File: src/rtl/cnt_monitor.sv
// cnt_monitor: watches an 8-bit upstream counter and reports discontinuities.
//
// An IDLE/SYNC/TRACK FSM follows cnt_in. Once tracking, every sample is
// classified against the previous one: hold, +1 and 0xFF->0x00 are legal
// (the latter logged as WRAP); a drop to 0x00 is a RESTART; anything else
// is a JUMP. Events are queued in a small FIFO with a valid/ready head.
//
// Ports:
//   clk        rising-edge clock
//   res_n      asynchronous active-low reset
//   cnt_in     upstream counter value, sampled every edge
//   cnt_en     monitoring enable; low forces IDLE
//   clr        synchronous clear of err_flag, ovf, wrap_cnt
//   evt_valid  FIFO head holds an event
//   evt_ready  consumer accepts the head
//   evt_type   head event type (0 WRAP, 1 JUMP, 2 RESTART)
//   evt_value  cnt_in value that raised the head event
//   wrap_cnt   saturating WRAP counter
//   err_flag   sticky JUMP/RESTART seen
//   ovf        sticky event dropped on a full FIFO
module cnt_monitor #(
  parameter int unsigned FIFO_DEPTH = 4,
  parameter int unsigned WRAP_W     = 16
) (
  input  logic              clk,
  input  logic              res_n,
  input  logic [7:0]        cnt_in,
  input  logic              cnt_en,
  input  logic              clr,
  output logic              evt_valid,
  input  logic              evt_ready,
  output logic [1:0]        evt_type,
  output logic [7:0]        evt_value,
  output logic [WRAP_W-1:0] wrap_cnt,
  output logic              err_flag,
  output logic              ovf
);

  localparam int unsigned PtrW = (FIFO_DEPTH > 1) ? $clog2(FIFO_DEPTH) : 1;
  localparam int unsigned CntW = PtrW + 1;
  localparam logic [CntW-1:0] FullCount = CntW'(FIFO_DEPTH);

  typedef enum logic [1:0] {StIdle, StSync, StTrack} state_e;
  typedef enum logic [1:0] {EvtWrap = 2'd0, EvtJump = 2'd1, EvtRestart = 2'd2} evt_e;

  state_e state_q;
  logic [7:0] prev_q;

  // Event classification
  logic evt_push;
  evt_e evt_kind;
  logic step_ok;

  always_comb begin
    evt_push = 1'b0;
    evt_kind = EvtJump;
    step_ok  = (prev_q != 8'hFF) && (cnt_in == prev_q + 8'd1);
    if (state_q == StTrack && cnt_en && cnt_in != prev_q && !step_ok) begin
      evt_push = 1'b1;
      if (prev_q == 8'hFF && cnt_in == 8'h00) begin
        evt_kind = EvtWrap;
      end else if (cnt_in == 8'h00) begin
        // prev can be neither 0x00 (hold) nor 0xFF (wrap) here
        evt_kind = EvtRestart;
      end else begin
        evt_kind = EvtJump;
      end
    end
  end

  // FSM and previous-sample register
  always_ff @(posedge clk or negedge res_n) begin
    if (!res_n) begin
      state_q <= StIdle;
      prev_q  <= 8'h00;
    end else if (!cnt_en) begin
      state_q <= StIdle;
    end else begin
      case (state_q)
        StIdle: state_q <= StSync;
        StSync: begin
          prev_q  <= cnt_in;
          state_q <= StTrack;
        end
        StTrack: prev_q <= cnt_in;
        default: state_q <= StIdle;
      endcase
    end
  end

  // Event FIFO
  logic [1:0]      type_mem  [FIFO_DEPTH];
  logic [7:0]      value_mem [FIFO_DEPTH];
  logic [PtrW-1:0] wr_ptr_q, rd_ptr_q;
  logic [CntW-1:0] count_q;
  logic            empty, full, pop, push_ok, drop;

  assign empty   = (count_q == '0);
  assign full    = (count_q == FullCount);
  assign pop     = !empty && evt_ready;
  // A full FIFO still accepts a push when the head leaves on the same edge
  assign push_ok = evt_push && (!full || pop);
  assign drop    = evt_push && full && !pop;

  always_ff @(posedge clk or negedge res_n) begin
    if (!res_n) begin
      wr_ptr_q <= '0;
      rd_ptr_q <= '0;
      count_q  <= '0;
    end else begin
      if (push_ok) wr_ptr_q <= wr_ptr_q + 1'b1;
      if (pop)     rd_ptr_q <= rd_ptr_q + 1'b1;
      if (push_ok && !pop) begin
        count_q <= count_q + 1'b1;
      end else if (pop && !push_ok) begin
        count_q <= count_q - 1'b1;
      end
    end
  end

  // Storage needs no reset: outputs are masked while empty
  always_ff @(posedge clk) begin
    if (push_ok) begin
      type_mem[wr_ptr_q]  <= evt_kind;
      value_mem[wr_ptr_q] <= cnt_in;
    end
  end

  assign evt_valid = !empty;
  assign evt_type  = empty ? 2'd0 : type_mem[rd_ptr_q];
  assign evt_value = empty ? 8'h00 : value_mem[rd_ptr_q];

  // Status flags; clr overrides same-edge updates
  always_ff @(posedge clk or negedge res_n) begin
    if (!res_n) begin
      wrap_cnt <= '0;
      err_flag <= 1'b0;
      ovf      <= 1'b0;
    end else if (clr) begin
      wrap_cnt <= '0;
      err_flag <= 1'b0;
      ovf      <= 1'b0;
    end else begin
      if (evt_push && evt_kind == EvtWrap && wrap_cnt != {WRAP_W{1'b1}}) begin
        wrap_cnt <= wrap_cnt + 1'b1;
      end
      if (evt_push && evt_kind != EvtWrap) err_flag <= 1'b1;
      if (drop) ovf <= 1'b1;
    end
  end

endmodule

File: config.mk
export PLATFORM = sky130hd
export DESIGN_NAME = cnt_monitor
export DESIGN_NICKNAME = d
export VERILOG_FILES = /design/src/rtl/cnt_monitor.sv
export SDC_FILE = /design/constraint.sdc
export NUM_CORES = 1
export LEC_CHECK = 0
export ABC_AREA = 1
export BUFFER_PORTS_ARGS = -buffer_cell sky130_fd_sc_hd__buf_4
export CAP_MARGIN = 20
export CORE_MARGIN = 2
export CORE_UTILIZATION = 59
export DETAILED_ROUTE_END_ITERATION = 10
export HOLD_SLACK_MARGIN = 0.03
export PLACE_DENSITY = 0.77
export SLEW_MARGIN = 20
export SYNTH_ARGS = -nofsm -noshare
export SYNTH_HDL_FRONTEND = slang
export SYNTH_SLANG_ARGS = --single-unit
File: constraint.sdc
create_clock -name clk -period 3 [get_ports clk]
set_clock_uncertainty 0.2 [all_clocks]
set_input_delay 0.3 -clock clk [delete_from_list [all_inputs] [get_ports clk]]
set_output_delay 0.3 -clock clk [all_outputs]
set_load 0.01 [all_outputs]
==> impl_results.md <==
- Fin crit share: 97.4%
- Slew margin rel.: between 30% and 40%
- Total number of vias: 3191
- Clk pwr share: 27.1%
- Final setup vio count: 0
- Net Switching: 1250 uW
- Initial drt markers: 184
- Post-Syn Instances: roughly 450
- CP Capture Type: register
- Yosys warnings: 0
- IO buf count: 41
- Setup slack after layout: approximately 0.08 ns
- Vias per cell: ~5.4
- Main area contributors after synthesis: edfxtp_1 29%, dfrtp_1 21%, nand2_1 6.7%
- Leak Pwr: 0.00222 uW
- Ant. Diodes: 0
- Maximum VDD drop: 314 uV
- Most frequent cells in the layout: 73 x nand2_1, 60 x nor2_1, 54 x inv_1
- Slew @ Worst Pin: ~0.94 ns
- Antenna viol nets, final: 0
- Core Util, Final: ~72%
- Post-synthesis register bit count: 75
- Max_cap viols: 0
- Placeable Area: 6760 sq um
- Die Ht: 87.2 um
- Final WL: 8.50 mm
- Starting Density: between 60% and 70%
- H-tree depth: 3
- Critical path type: register to register
- Fmax: approximately 340 MHz
- Final GP Congestion: about 0.9
- Synth cell types: 36
- Largest net degree at the start of global routing: 36
- Die width: between 80 and 90 um
- Clock slew at reported path FFs: about 0.080 ns
- Initial antenna violation count: 0
- Seq/Total Area, Yosys: 50.9%
- Data arrival time of the worst path: 2.96 ns
- Clk sinks: 75
- Syn Area/Cell: between 9 and 10 sq um
- Rows: 30
- Pre-antenna DRT Iters: 4
- Routed wire per std cell: 14.4 um
- GRT Total Usage: 24.0%
- Sw Ratio: 35.5%
- Power Internal: ~2300 uW
- Fin. Hold Viols: 0
- Largest area contributor in the netlist: edfxtp_1
- CTS tree: done
- Cell area after synthesis: 4080 sq um
- Final critical-path required period: 2.92 ns
- Pre-CTS WS: 0.0713 ns
- Post-synth top area share: around 30%
- Die Area: 7600 sq um
- Post-DP HPWL: 5.60 mm
- Data required time of the worst path: ~3.0 ns
- Hold Path Depth: 5
- Share of post-route cells with drive strength above 1: 22.5%
- Worst-path maximum fanout: 6
- Nets: 531
- Total grt overflow: 0
- Vias in the first global route: 3035
- Pins Over Slew Limit: 0
- Status: finished, final reports clean
- RSZ-0062 raised after global routing: yes
- Sequential share of power: roughly two fifths
- Most common cell after layout, fill and taps aside: nand2_1
- Drt drc: 0
- Gate power share: 34.3%
- Num CTS Buffers: 9
- Pwr Density: around 730 nW/um^2
- Clk_lat worst skew: 0.35 ns
- Syn Nets: between 400 and 500
- Clock Tree Buf Depth: 2
- IO Count: 42
- HP Class: primary input to register
- Startpoint Class: register
- Area grow syn2layout: 18.4%
- R2R depth: 16
- First-pass GRT wire length: 14.1 mm
- Root Driver: clkbuf_8
[logic make-up (layout without fill, tap and decap cells)]
kind of cell    count (synthesis)  count (layout)  share of synthesized area [%]
compound gates                 48              48                           6.13
mux                             1               1                          0.276
xor+xnor                       21              21                           4.51
flops                          75              75                           50.9
simple gates                  221             221                           27.0
buf+inv                        74             135                           7.64
fa+ha+maj                      11              11                           3.56
[worst max-delay path, stage by stage, from the launching register on]
cell and delay (ns):
dfrtp_1 0.44, ha_1 0.32, inv_1 0.04, nand2_1 0.05, nand2_1 0.05, nor2_1 0.10, nand3_1 0.09, nor2_1 0.14
nand3_2 0.14, nand2_4 0.10, inv_2 0.06, nand2_4 0.09, inv_2 0.06, ha_1 0.18, inv_2 0.08, fa_1 0.41
mux2_2 0.26
[synth_stat cells]
cell      count
clkinv_1      1
nand2_2      13
o21a_1        1
dfrtp_1      35
a21oi_1      12
a21oi_2       1
nor4_1        1
inv_2         3
nor4_2        1
inv_1        56
buf_6         1
clkbuf_4      1
o21ai_1       2
nor2_1       60
nand2_1      73
xor2_1       16
ha_1         10
clkbuf_1      7
nand3_2      16
buf_1         1
o21ai_0      31
fa_1          1
nand3_1      38
buf_4         1
xnor2_1       5
buf_12        1
nand4_2       1
nand3_4       1
nor2_2        4
nor3_1        4
nor2_4        4
edfxtp_1     40
nand4_1       5
buf_2         2
mux2_2        1
o21ai_2       1
[final timing paths]
| path | from | slack, ns | to |
|---|---|---|---|
| max | prev_q[0] | 0.08 | count_q[1] |
| min | evt_ready | 0.18 | rd_ptr_q[1] |
| max reg2reg | prev_q[0] | 0.08 | count_q[1] |
| min reg2reg | ovf | 0.32 | ovf |
| max in group asynchronous | res_n | 2.01 | prev_q[1] |
| min in group asynchronous | res_n | 0.24 | count_q[2] |
[area by class of cell]
class                   count  area [sq um]
inverters                  60           225
well taps                  80           100
clock inverters             7           124
fillers                   489          1920
flip-flops and latches     75          2080
multi-input cells         302          1710
clock buffers               9           124
repair buffers             59           470
[power by group through the flow]
stage / clock network (uW) / logic [uW] / registers [uW]
after floorplan: 0 / 808 / 1330
after global placement: 0 / 1100 / 1380
after detailed placement: 0 / 1150 / 1380
after CTS: 968 / 1180 / 1360
after global routing: 1010 / 1370 / 1380
final: 957 / 1210 / 1360
[through the flow]
stage / power, uW / instances / TNS (ns) / hold WS (ns) / area, sq um
after floorplan: 2130 / 451 / 0 / -0.196 / 4080
after global placement: 2470 / 561 / 0 / 0.0853 / 4420
after detailed placement: 2530 / 561 / 0 / 0.0868 / 4420
after CTS: 3510 / 588 / 0 / 0.173 / 4780
after global routing: 3760 / 592 / -0.0347 / 0.210 / 4830
final: 3540 / 592 / 0 / 0.177 / 4830
[timing repair]
item                                   4_1_cts  5_1_grt
gates resized for setup                      0        8
hold buffers                                11        0
setup endpoints to repair                    0       12
endpoints found under the hold margin       70        0
setup buffers                                0        4
[state kept, by name (all words and copies together) (netlist names)]
name	count
count_q	3
err_flag	1
ovf	1
prev_q	8
rd_ptr_q	2
state_q	2
type_mem	8
value_mem	32
wr_ptr_q	2
wrap_cnt	16
[metal layers]
layer  track usage [%]  part of all wire (%)  vias up  wire length [um]
li1                  -                     -     1579                 -
met1              32.8                    44     1512              3740
met2              38.6                    49       82              4170
met3              3.60                   4.9       18               420
met4              10.2                   1.9        0               162
met5                 0                     0        -                 0
Note: power is estimated with default switching activity, not from simulation.
